$ cat src/rtl/bec_pkg.sv
// Shared constants, register map, STATUS layout and FSM encoding for the BEC
// Wishbone host, plus word pack/unpack helpers for 163-bit registers.
package bec_pkg;

    localparam int         BEC_W       = 163;
    localparam int         BEC_WORDS   = 6;
    localparam logic [7:0] BEC_KEY_LEN = 8'd163;

    localparam logic [7:0] OFF_CTRL   = 8'h00;
    localparam logic [7:0] OFF_STATUS = 8'h04;
    localparam logic [7:0] OFF_OPER   = 8'h20;
    localparam logic [7:0] OFF_KEY    = 8'hA0;
    localparam logic [7:0] OFF_RESULT = 8'hC0;

    localparam int ST_BUSY    = 0;
    localparam int ST_RVALID  = 1;
    localparam int ST_ERR     = 2;
    localparam int ST_BEC_LSB = 3;
    localparam int ST_LS_LSB  = 7;
    localparam int ST_CNT_LSB = 10;

    typedef enum logic {
        S_IDLE = 1'b0,
        S_RUN  = 1'b1
    } state_t;

    // Word 5 carries only bits [162:160]; the zero extension drops the rest.
    function automatic logic [31:0] get_word(input logic [BEC_W-1:0] v, input logic [2:0] j);
        logic [BEC_W+31:0] ext;
        ext = {32'b0, v};
        return ext[32*j +: 32];
    endfunction

    function automatic logic [BEC_W-1:0] put_word(input logic [BEC_W-1:0] v,
                                                  input logic [2:0]       j,
                                                  input logic [31:0]      d);
        logic [BEC_W+31:0] ext;
        ext = {32'b0, v};
        ext[32*j +: 32] = d;
        return ext[BEC_W-1:0];
    endfunction

endpackage

$ cat src/rtl/bec_key_shifter.sv
// Scalar key storage and the MSB-first key stream presented to the core,
// with a consumed-bit counter and a sticky overflow flag.
module bec_key_shifter
    import bec_pkg::*;
(
    input  logic             clk,
    input  logic             rst_n,
    input  logic             key_we,
    input  logic [2:0]       key_widx,
    input  logic [31:0]      key_wdata,
    input  logic             load,
    input  logic             clear,
    input  logic             shift,
    output logic [BEC_W-1:0] key_reg,
    output logic             ki,
    output logic [7:0]       count,
    output logic             overflow
);

    logic [BEC_W-1:0] key_shift;

    always_ff @(posedge clk or negedge rst_n) begin
        if (!rst_n) begin
            key_reg   <= '0;
            key_shift <= '0;
            count     <= '0;
            overflow  <= 1'b0;
        end else begin
            if (key_we) key_reg <= put_word(key_reg, key_widx, key_wdata);
            if (clear) begin
                count    <= '0;
                overflow <= 1'b0;
            end else if (load) begin
                key_shift <= key_reg;
                count     <= '0;
                overflow  <= 1'b0;
            end else if (shift) begin
                // Once every bit has been consumed further requests only flag an error.
                if (count == BEC_KEY_LEN) begin
                    overflow <= 1'b1;
                end else begin
                    key_shift <= {key_shift[BEC_W-2:0], 1'b0};
                    count     <= count + 8'd1;
                end
            end
        end
    end

    assign ki = key_shift[BEC_W-1];

endmodule

$ cat src/rtl/bec_wb_host.sv
// Wishbone slave front end for the BEC core: operand/key loading, start/clear
// control, operand and key-bit service during a run, and result capture.
module bec_wb_host
    import bec_pkg::*;
#(
    parameter logic [31:0] BASE_ADDR    = 32'h3000_0000,
    parameter int          NUM_OPERANDS = 4
) (
    input  logic             wb_clk_i,
    input  logic             wb_rst_ni,
    input  logic             wbs_stb_i,
    input  logic             wbs_cyc_i,
    input  logic             wbs_we_i,
    input  logic [3:0]       wbs_sel_i,
    input  logic [31:0]      wbs_adr_i,
    input  logic [31:0]      wbs_dat_i,
    output logic             wbs_ack_o,
    output logic [31:0]      wbs_dat_o,
    output logic             enable,
    output logic             load_data,
    output logic [BEC_W-1:0] data_out,
    output logic             ki,
    input  logic [2:0]       load_status,
    input  logic             trigLoad,
    input  logic             next_key,
    input  logic [3:0]       becStatus,
    input  logic [BEC_W-1:0] data_in,
    input  logic             done,
    output logic             irq_o
);

    state_t           state, state_nx;
    logic             busy, trig_q, err_q, result_valid, key_ovf;
    logic [BEC_W-1:0] oper [NUM_OPERANDS];
    logic [BEC_W-1:0] result, key_reg, oper_rd, oper_ls;
    logic [7:0]       key_count;
    logic [31:0]      rd_data;

    // Byte lanes and the byte offset within a word are deliberately ignored.
    logic unused_ok;
    assign unused_ok = &{1'b0, wbs_sel_i, wbs_adr_i[1:0]};

    logic [7:0] off;
    logic [2:0] region, widx, oper_idx;
    logic       req, wr, word_ok, is_ctrl, is_status, oper_hit, key_hit, res_hit;
    assign off       = wbs_adr_i[7:0];
    assign region    = off[7:5];
    assign widx      = off[4:2];
    assign oper_idx  = region - OFF_OPER[7:5];
    assign req       = wbs_stb_i & wbs_cyc_i & ~wbs_ack_o & (wbs_adr_i[31:8] == BASE_ADDR[31:8]);
    assign wr        = req & wbs_we_i;
    assign word_ok   = int'(widx) < BEC_WORDS;
    assign is_ctrl   = off[7:2] == OFF_CTRL[7:2];
    assign is_status = off[7:2] == OFF_STATUS[7:2];
    assign oper_hit  = word_ok && (int'(oper_idx) < NUM_OPERANDS);
    assign key_hit   = word_ok && (region == OFF_KEY[7:5]);
    assign res_hit   = word_ok && (region == OFF_RESULT[7:5]);

    logic ctrl_wr, start_wr, clear_wr, go, ls_ok, svc;
    assign ctrl_wr  = wr & is_ctrl;
    assign clear_wr = ctrl_wr & wbs_dat_i[1];
    assign start_wr = ctrl_wr & wbs_dat_i[0] & ~wbs_dat_i[1];
    assign go       = start_wr & ~busy;
    assign ls_ok    = int'(load_status) < NUM_OPERANDS;
    // A done in the same cycle as a trigLoad rise ends the run without service.
    assign svc      = busy & trigLoad & ~trig_q & ~done & ~clear_wr;

    always_comb begin
        oper_rd = '0;
        oper_ls = '0;
        for (int i = 0; i < NUM_OPERANDS; i++) begin
            if (oper_idx == 3'(i))    oper_rd = oper[i];
            if (load_status == 3'(i)) oper_ls = oper[i];
        end
    end

    // FSM: state register, next state, outputs.
    always_ff @(posedge wb_clk_i or negedge wb_rst_ni) begin
        if (!wb_rst_ni) state <= S_IDLE;
        else            state <= state_nx;
    end

    always_comb begin
        state_nx = state;
        if (clear_wr) begin
            state_nx = S_IDLE;
        end else begin
            case (state)
                S_IDLE:  if (start_wr) state_nx = S_RUN;
                S_RUN:   if (done)     state_nx = S_IDLE;
                default: state_nx = S_IDLE;
            endcase
        end
    end

    always_comb begin
        busy   = (state == S_RUN);
        enable = busy;
    end

    bec_key_shifter u_key (
        .clk      (wb_clk_i),
        .rst_n    (wb_rst_ni),
        .key_we   (wr & key_hit & ~busy),
        .key_widx (widx),
        .key_wdata(wbs_dat_i),
        .load     (go),
        .clear    (clear_wr),
        .shift    (busy & next_key),
        .key_reg  (key_reg),
        .ki       (ki),
        .count    (key_count),
        .overflow (key_ovf)
    );

    logic [31:0] status;
    always_comb begin
        status                             = '0;
        status[ST_BUSY]                    = busy;
        status[ST_RVALID]                  = result_valid;
        status[ST_ERR]                     = err_q | key_ovf;
        status[ST_BEC_LSB +: 4]            = becStatus;
        status[ST_LS_LSB +: 3]             = load_status;
        status[ST_CNT_LSB +: 8]            = key_count;
        rd_data = '0;
        if (is_status)     rd_data = status;
        else if (oper_hit) rd_data = get_word(oper_rd, widx);
        else if (key_hit)  rd_data = get_word(key_reg, widx);
        else if (res_hit)  rd_data = get_word(result, widx);
    end

    always_ff @(posedge wb_clk_i or negedge wb_rst_ni) begin
        if (!wb_rst_ni) begin
            wbs_ack_o    <= 1'b0;
            wbs_dat_o    <= '0;
            trig_q       <= 1'b0;
            load_data    <= 1'b0;
            data_out     <= '0;
            err_q        <= 1'b0;
            result_valid <= 1'b0;
            result       <= '0;
            for (int i = 0; i < NUM_OPERANDS; i++) oper[i] <= '0;
        end else begin
            wbs_ack_o <= req;
            wbs_dat_o <= (req & ~wbs_we_i) ? rd_data : 32'h0;
            trig_q    <= trigLoad;
            load_data <= svc;
            if (svc) data_out <= ls_ok ? oper_ls : '0;

            if (wr & oper_hit & ~busy) begin
                for (int i = 0; i < NUM_OPERANDS; i++)
                    if (oper_idx == 3'(i)) oper[i] <= put_word(oper[i], widx, wbs_dat_i);
            end

            if (clear_wr | go)
                err_q <= 1'b0;
            else if ((busy & wr & (oper_hit | key_hit)) | (svc & ~ls_ok))
                err_q <= 1'b1;

            if (clear_wr | go) begin
                result_valid <= 1'b0;
            end else if (busy & done) begin
                result_valid <= 1'b1;
                result       <= data_in;
            end
        end
    end

    assign irq_o = result_valid;

endmodule

$ cat config.mk
export PLATFORM = sky130hd
export DESIGN_NAME = bec_wb_host
export DESIGN_NICKNAME = d
export VERILOG_FILES = /design/src/rtl/bec_pkg.sv /design/src/rtl/bec_key_shifter.sv /design/src/rtl/bec_wb_host.sv
export SDC_FILE = /design/constraint.sdc
export NUM_CORES = 2
export LEC_CHECK = 0
export ABC_AREA = 1
export CAP_MARGIN = 20
export CORE_ASPECT_RATIO = 1.5
export CORE_UTILIZATION = 50
export DETAILED_ROUTE_END_ITERATION = 10
export PLACE_DENSITY = 0.69
export SYNTH_ARGS = -nofsm -noshare
export SYNTH_HDL_FRONTEND = slang
export SYNTH_SLANG_ARGS = --single-unit
$ cat constraint.sdc
create_clock -name wb_clk_i -period 2.96 [get_ports wb_clk_i]
set_input_delay 0.592 -clock wb_clk_i [delete_from_list [all_inputs] [get_ports wb_clk_i]]
set_output_delay 0.592 -clock wb_clk_i [all_outputs]
set_load 0.1 [all_outputs]
==> flow_summary.yaml <==
run:
  cap_violations: 0
worst_hold_path:
  hold_path.class: "in2reg"
die:
  die_y_um: 446.6
  start_util_pct: 50.55
  core_um2: 130300
  pin_count: 446
  rows: 162
  die_area_um2: 133200
  die_w_um: 298.4
routing:
  via_count: 64110
  wirelength_mm: 264.1
  met1_length_mm: 93.34
  first_pass_iters: 6
  wl_met2_mm: 118.8
  drt-initial-drc-count: 7536
  highest_layer: "met5"
  via_per_inst: 5.878
  wl_met3_mm: 23.30
  drc: 0
  drtAntennaViolNets: 0
  wl_per_cell_um: 24.21
setup_path:
  slowest_stage: "buf_4"
  path_cells: "clkdlybuf4s50_1 -> buf_4 -> nor2_1 -> nand3_1 -> inv_1 -> nand4_1 -> buf_4 -> o21ai_0 -> buf_4 -> o21ai_0"
  cp.arrival_ns: 3.27
  crit_top_cell: "buf_4"
  cpPeakStageDelay_ns: 0.80
  cp_top_family: "buffers and inverters"
  worstSetupPathType: "in2reg"
  critPathBufInv: 5
  crit_fanout: 111
  worstPathRequired_ns: 3.65
  critPathLaunchType: "primary input"
  crit_path_end_kind: "flip-flop"
finish:
  nets: 9321
  drive_gt1_share_pct: 13.28
  multi_input_area_um2: 26870
  largest_register_ffs: 652
  fillers: 11440
  mostFrequentLayoutCells: "2717 x nand2_1, 1351 x dfrtp_1, 1310 x o21ai_0"
  largest-register: "oper"
  final_common_cell: "nand2_1"
  regArea_um2: 33810
  area_growth_pct: 22.20
status:
  status: "complete, no violations"
grt:
  grt_overflow: 0
  track_usage_pct: 39.54
  grt_pass1_wl_mm: 391.6
  grt_antenna_before_repair: 19
  grt_max_degree: 112
  grt_pass1_vias: 61860
placed_design:
  dp_hpwl_mm: 182.9
  gp_congestion: 1.006
  io_buffers: 439
synthesis:
  yosysUniqueCellTypes: 44
  netlist_area_um2: 65880
  synth-seq-cells: 1351
  seq_area_frac_synth_pct: 51.32
  synth-edff-count: 0
  async_reset_ff_share_pct: 100.0
  yosys_warnings: 0
  synthCells: 8529
  avgSynthCellArea_um2: 7.724
  synthFlopType: "dfrtp_1"
  syn_nets: 8779
cts:
  cts_buffers: 134
  clkSinkCount: 1351
  ctsLongestPathBuffers: 3
  clock_latency_ns: 0.81
  cts_root_buf: "clkbuf_16"
  clk_pin_slew_ns: 0.06
  htreeDepth: 4
  cts_tree: "built"
  cts_resized: 0
sta:
  setup-violations-final: 0
  timing.hold.ws_ns: 0.2715
  max_freq_mhz: 388.1
  rsz0062_at_grt: "false"
  skew_ns: 0.03114
  slew_headroom_pct: 29.60
  worst-slew-pin-transition_ns: 1.056
  period_share_pct: 87.05
  fin_tns_setup_ns: 0
  hold_viol_final: 0
  slew_violations: 0
  post-route-min-period_ns: 2.577
pwr:
  cellPowerDensity_nw_per_um2: 507.9
  p_leak_nw: 37.98
  power.total_mw: 40.89
  irDropWorstVdd_mv: 0.6645
==> what timing repair did <==
| action | in CTS | in global routing |
|---|---|---|
| setup buffers | 0 | 0 |
| hold buffers | 1 | 0 |
| hold endpoints to repair | 36 | 0 |
==> final timing paths <==
| check | from | depth (start not counted) | slack [ns] | to |
|---|---|---|---|---|
| setup reg to reg | wbs_ack_o$_DFF_PN0_ | 11 | 0.58 | u_key.key_shift[49]$_DFFE_PN0P_ |
| hold / removal | trigLoad | 1 | 0.27 | trig_q$_DFF_PN0_ |
| min in group asynchronous | wb_rst_ni | 2 | 0.40 | result[105]$_DFFE_PN0P_ |
| hold reg to reg | result[14]$_DFFE_PN0P_ | 2 | 0.47 | result[14]$_DFFE_PN0P_ |
| max in group asynchronous | wb_rst_ni | 4 | 1.49 | oper[97]$_DFFE_PN0P_ |
| setup / recovery | wbs_adr_i[5] | 10 | 0.38 | u_key.key_shift[151]$_DFFE_PN0P_ |
==> Yosys cell counts (4+ instances only) <==
cell type  number  share of area, %
a22oi_1         4             0.046
a21oi_1       313               2.4
o21ai_1       215               1.6
o221ai_1      104               1.4
nand3_1       488               3.7
nor2_1        163              0.93
nand4_1        99              0.94
nand2_2        20              0.19
nand3b_1       13              0.15
buf_1          43              0.24
nor2_4          6              0.10
a31oi_1        22              0.21
o211ai_1       67              0.76
o22ai_1        82              0.78
nor3_1         19              0.14
o2111ai_1      15              0.20
nand2_1      2727                16
o21ai_2         5             0.066
inv_2           8             0.046
ha_1            4             0.076
dfrtp_1      1351                51
buf_2          93              0.71
inv_1         699               4.0
or2_2          90              0.85
o21ai_0      1310                10
clkbuf_1      506               2.9
o21a_1          8             0.091
buf_4          20              0.23
o21bai_1       10              0.11
==> stage by stage <==
| step | cell area (µm²) | instances | setup slack, ns | utilization (%) |
|---|---|---|---|---|
| 2_1_floorplan | 65910 | 8529 | 0.04625 | - |
| 3_3_place_gp | 75940 | 10660 | -0.3173 | 58.27 |
| 3_5_place_dp | 75940 | 10660 | -0.3196 | 58.27 |
| 4_1_cts | 80480 | 10900 | 0.4985 | 61.75 |
| 5_1_grt | 80490 | 10900 | 0.2396 | 61.76 |
| 6_report | 80510 | 10910 | 0.3834 | 61.77 |
==> cell type report <==
type,instances,share of cell area (%)
inverter,710,3.324
tap,1722,2.676
clock inverter,48,0.7631
antenna,10,0.03108
timing repair buffer,1071,12.98
multi-input combinational,5803,33.37
sequential,1351,41.99
clock buffer,193,4.864
==> logic make-up after synthesis <==
kind of cell / synth area share, %
AOI/OAI and AO/OA: 17.62
xor gates and xnor gates: 0.02659
adders and majority gates: 0.07597
buffers and inverters: 8.159
DFF: 51.32
and+or+nand+nor: 22.80
==> per-layer routing <==
metal  track usage (%)  vias to the layer above
met4             36.97                       10
met3             7.568                      942
met1             46.74                    30730
li1                  -                    28940
met5                 0                        -
met2             60.74                     3488
==> report_power, final <==
part           internal [mW]  switching (mW)
combinational           1.31            2.90
sequential              18.7           0.150
clock                   10.0            7.81
total                   30.0            10.9
No activity file was read; power rests on OpenSTA's default activity.
